[src/rtl/ring_arbiter.sv]
// Four-requester round-robin arbiter with a rotating one-hot priority pointer.
// Optional tenure limit: define ARB_TIMEOUT_EN to revoke a grant after HOLD_MAX cycles.
module ring_arbiter #(
    parameter int HOLD_MAX = 8
) (
    input  logic       clk,
    input  logic       clear,
    input  logic       enable,
    input  logic [3:0] req,
    output logic [3:0] grant,
    output logic       grant_valid,
    output logic [3:0] ptr,
    output logic       timeout
);

    typedef enum logic {
        ST_IDLE = 1'b0,
        ST_BUSY = 1'b1
    } state_t;

    state_t     r_state;
    state_t     w_state_nxt;
    logic [3:0] r_grant;
    logic [3:0] w_grant_nxt;
    logic [3:0] r_ptr;
    logic [3:0] w_ptr_nxt;
    logic [3:0] w_pick;
    logic       r_grant_valid;
    logic       r_timeout;
    logic       w_timeout_nxt;

`ifdef ARB_TIMEOUT_EN
    localparam logic [3:0] HOLD_LAST = 4'(HOLD_MAX - 1);
    logic [3:0] r_hold;
    logic [3:0] w_hold_nxt;
`endif

    if ((HOLD_MAX < 2) || (HOLD_MAX > 15)) begin : g_hold_range_check
        $error("ring_arbiter: HOLD_MAX must lie in 2..15");
    end

    function automatic logic [1:0] ptr_index(input logic [3:0] p);
        logic [1:0] idx;
        case (p)
            4'b0001: idx = 2'd0;
            4'b0010: idx = 2'd1;
            4'b0100: idx = 2'd2;
            4'b1000: idx = 2'd3;
            default: idx = 2'd0;
        endcase
        return idx;
    endfunction

    // First set request at or above the pointer position; the 2-bit index wraps 3->0.
    function automatic logic [3:0] rr_pick(input logic [3:0] p, input logic [3:0] r);
        logic [3:0] g;
        logic [1:0] base;
        logic [1:0] idx;
        logic       found;
        g     = 4'b0000;
        found = 1'b0;
        base  = ptr_index(p);
        for (int k = 0; k < 4; k++) begin
            idx = base + 2'(k);
            if (!found && r[idx]) begin
                g[idx] = 1'b1;
                found  = 1'b1;
            end else begin
                found  = found;
            end
        end
        return g;
    endfunction

    assign w_pick = rr_pick(r_ptr, req);

    // Next-state, next-grant and pointer update for the IDLE/BUSY machine.
    always_comb begin
        w_state_nxt   = r_state;
        w_grant_nxt   = r_grant;
        w_ptr_nxt     = r_ptr;
        w_timeout_nxt = 1'b0;
`ifdef ARB_TIMEOUT_EN
        w_hold_nxt    = r_hold;
`endif
        case (r_state)
            ST_IDLE: begin
`ifdef ARB_TIMEOUT_EN
                w_hold_nxt = 4'd0;
`endif
                if (enable && (req != 4'b0000)) begin
                    w_state_nxt = ST_BUSY;
                    w_grant_nxt = w_pick;
                    w_ptr_nxt   = {w_pick[2:0], w_pick[3]};
                end else begin
                    w_state_nxt = ST_IDLE;
                end
            end
            ST_BUSY: begin
                if ((req & r_grant) == 4'b0000) begin
                    w_state_nxt = ST_IDLE;
                    w_grant_nxt = 4'b0000;
`ifdef ARB_TIMEOUT_EN
                    w_hold_nxt  = 4'd0;
`endif
                end else begin
`ifdef ARB_TIMEOUT_EN
                    if (r_hold == HOLD_LAST) begin
                        w_state_nxt   = ST_IDLE;
                        w_grant_nxt   = 4'b0000;
                        w_timeout_nxt = 1'b1;
                        w_hold_nxt    = 4'd0;
                    end else begin
                        w_hold_nxt    = r_hold + 4'd1;
                    end
`else
                    w_state_nxt = ST_BUSY;
`endif
                end
            end
            default: begin
                w_state_nxt = ST_IDLE;
                w_grant_nxt = 4'b0000;
                w_ptr_nxt   = 4'b0001;
            end
        endcase
    end

    // State and output registers; clear (active low) overrides everything.
    always_ff @(posedge clk) begin
        if (!clear) begin
            r_state       <= ST_IDLE;
            r_grant       <= 4'b0000;
            r_grant_valid <= 1'b0;
            r_ptr         <= 4'b0001;
            r_timeout     <= 1'b0;
`ifdef ARB_TIMEOUT_EN
            r_hold        <= 4'd0;
`endif
        end else begin
            r_state       <= w_state_nxt;
            r_grant       <= w_grant_nxt;
            r_grant_valid <= |w_grant_nxt;
            r_ptr         <= w_ptr_nxt;
            r_timeout     <= w_timeout_nxt;
`ifdef ARB_TIMEOUT_EN
            r_hold        <= w_hold_nxt;
`endif
        end
    end

    assign grant       = r_grant;
    assign grant_valid = r_grant_valid;
    assign ptr         = r_ptr;
    assign timeout     = r_timeout;

endmodule

[config.mk]
export PLATFORM = sky130hd
export DESIGN_NAME = ring_arbiter
export DESIGN_NICKNAME = d
export VERILOG_FILES = /design/src/rtl/ring_arbiter.sv
export SDC_FILE = /design/constraint.sdc
export NUM_CORES = 1
export LEC_CHECK = 0
export CAP_MARGIN = 20
export CORE_MARGIN = 2
export CORE_UTILIZATION = 65
export DETAILED_ROUTE_END_ITERATION = 8
export DONT_BUFFER_PORTS = 1
export PLACE_DENSITY = 0.81
export SETUP_SLACK_MARGIN = 0.15
export SYNTH_ARGS = -nofsm -noshare
export SYNTH_HDL_FRONTEND = slang
export SYNTH_SLANG_ARGS = --single-unit
[constraint.sdc]
create_clock -name clk -period 4.1 [get_ports clk]
set_input_delay 0.615 -clock clk [delete_from_list [all_inputs] [get_ports clk]]
set_output_delay 0.615 -clock clk [all_outputs]
set_load 0.005 [all_outputs]
==> impl_metrics.csv <==
group,metric,value,unit
logic_synthesis,synth_top_family_by_area,"compound AO/OA/AOI/OAI gates",
global_routing,use_met1,38.9,%
sta,setup_violations,0,
routing,vias,842,
placement,io_buffer_count,0,
global_routing,use_met3,2.78,%
clocking,ctsResizeCount,0,
clocking,cts_tree,"done",
sta,fin_crit_sh,67.1,%
logic_synthesis,synth_xor_xnor_area_share,3.97,%
logic_synthesis,yosysTopAreaCell,"dfxtp_1",
global_routing,grt_pass1_wl,3390,µm
global_routing,antenna_found_initial,0,
layout,layout.nets,117,
critical_path,startpoint_type,"flip-flop",
sta,max_freq,363,MHz
layout,synthToLayoutAreaGrowth,4.71,%
critical_path,endpoint_kind,"flip-flop",
routing,drt_wl_total,2170,µm
clocking,clkTransAtPathRegs,70,ps
die,dieArea,1610,µm²
logic_synthesis,ys_seq_area_share,23.5,%
routing,wl_per_cell,18.4,µm
sta,fin_skew,2.38,ps
clocking,ctsHoldBuffers,0,
logic_synthesis,syn_nets,115,
sta,worst_slew_pin_slew,568,ps
routing,antenna_left,0,
clocking,post-cts-setup-buffers,0,
clocking,clk_path_buf_depth,2,
die,die_y,40.2,µm
sta,slew_violations,0,
logic_synthesis,synth_commonest_cells,"a21oi_1, dfxtp_1, a41oi_1, o21ai_0",
logic_synthesis,ys_ff_latch,10,
die,die_w,40.2,µm
sta,hold_violations,0,
logic_synthesis,yosys-mux-area-fraction,5.29,%
routing,dr.pass1.iters,4,
layout,num_antenna_cells,0,
logic_synthesis,synthAdderAreaFrac,8.82,%
global_routing,gr-usage-met2,56.5,%
global_routing,overflow,0,
logic_synthesis,synth_simple_gate_area_share,20.9,%
pwr,ir_drop,226,µV
critical_path,path_max_fanout,5,
logic_synthesis,yosysMostFrequentCell,"a21oi_1",
routing,route.detailed.drc,0,
job,cap_violations,0,
clocking,cts_max_level,1,
clocking,clock_latency,260,ps
min_path,hp-class,"input port to flip-flop",
die,num_rows,13,
logic_synthesis,synth_cell_types,38,
layout,fillers,111,
logic_synthesis,yosysTopAreaCellShare,23.5,%
sta,period_needed,2750,ps
layout,fin_util,70.2,%
sta,rsz0062_at_grt,"no",
clocking,clock_sinks,10,
global_routing,grt_pass1_vias,770,
clocking,cts_root_buf,"clkbuf_4",
critical_path,critPathKind,"flip-flop to flip-flop",
routing,via_per_inst,7.14,
critical_path,cp.required,4310,ps
global_routing,grt_max_degree,11,
placement,dpl_worst_slack,1420,ps
logic_synthesis,netlist_top_cells_area,"dfxtp_1, ha_1, a41oi_1, a21oi_1, mux4_2",
pwr,p_leak,0.332,nW
clocking,cts-buffers-inserted,3,
outcome,status,"completed",
die,coreArea,1270,µm²
die,start_util,67.1,%
global_routing,track_usage,31.8,%
die,io_pins,17,
routing,drt-initial-drc-count,45,
logic_synthesis,synthCells,102,
logic_synthesis,yosys_most_used_dff,"dfxtp_1",
sta,relSlewSlack,62.0,%
logic_synthesis,async_flop_share,0,%
critical_path,cp.arrival,2960,ps
sta,setup_tns,0,ps
pwr,powerDensity,333,nW/µm²
logic_synthesis,syn_area_per_cell,8.34,µm²
logic_synthesis,synth-compound-area-share,31.9,%
placement,hpwl,1700,µm
logic_synthesis,yosys_warnings,0,
logic_synthesis,syn_area,851,µm²
layout,final_layout_size_suffix_gt1_share,9.71,%
placement,routabilityCongestion,0.945,
logic_synthesis,synth_edf_count,0,
sta,setup_ws,1350,ps
global_routing,top_usage_layer,"met2",
## path summary, 6_finish.rpt
check	startpoint	slack, ps	to	cells past startpoint
worst max-delay path	ptr[3]	1350	grant[3]	8
worst max register to register	ptr[3]	1350	grant[3]	8
worst min register to register	r_state	490	r_state	2
worst min-delay path	clear	410	ptr[0]	1
## per-layer routing
layer,share of wire (%),wire length (µm)
met5,0,0
met4,2.4,51
met3,6.0,130
met2,49,1070
met1,42,916
## power breakdown
group          internal (mW)  switching [mW]
Sequential             0.108          0.0129
Combinational         0.0351          0.0532
Clock                 0.0539          0.0341
## cell type report
type                            instances  area (µm²)  area share (%)
Tap cell                               15        18.8            2.11
Inverter                                7        28.8            3.23
Sequential cell                        10         200            22.5
Multi-Input combinational cell         82         607            68.1
Clock buffer                            4        36.3            4.07
## sequential cells by signal, summed over array words and instances, names as in the netlist
register,cells
r_state,1
ptr,4
grant,4
grant_valid,1
## through the flow
step	cell area, µm²	std cells	total power [mW]	hold WS [ps]
detailed placement	855	114	0.209	478
global placement	855	114	0.208	469
finish	891	118	0.297	411
CTS	891	118	0.296	412
floorplan	851	102	0.193	456
global route	891	118	0.313	417
## kinds of logic after synthesis
group | count (synthesis)
xor gates and xnor gates | 3
buffers and inverters | 10
DFF | 10
other | 1
adders and majority gates | 6
muxes | 2
and+or+nand+nor | 32
AOI/OAI and AO/OA | 38
## cells in the final DEF, fill, tap and decap left out, types with 2 or more instances in the layout
cell type	count
a21oi_1	12
dfxtp_1	10
o21ai_0	7
a41oi_1	7
inv_1	6
nand3_1	6
ha_1	6
nor2_1	4
nand2_1	4
nand4_1	4
and2_1	4
or3_1	3
clkbuf_4	3
mux4_2	2
o211ai_1	2
## critical path: stages, from the launching register on
cell and delay, ps:
dfxtp_1 480, xor2_1 300, nand2_1 190, ha_1 380, or3_1 340, o41ai_2 340, o21ai_0 200, a41oi_1 310
and2_1 160
Note: power is estimated with default switching activity, not from simulation.
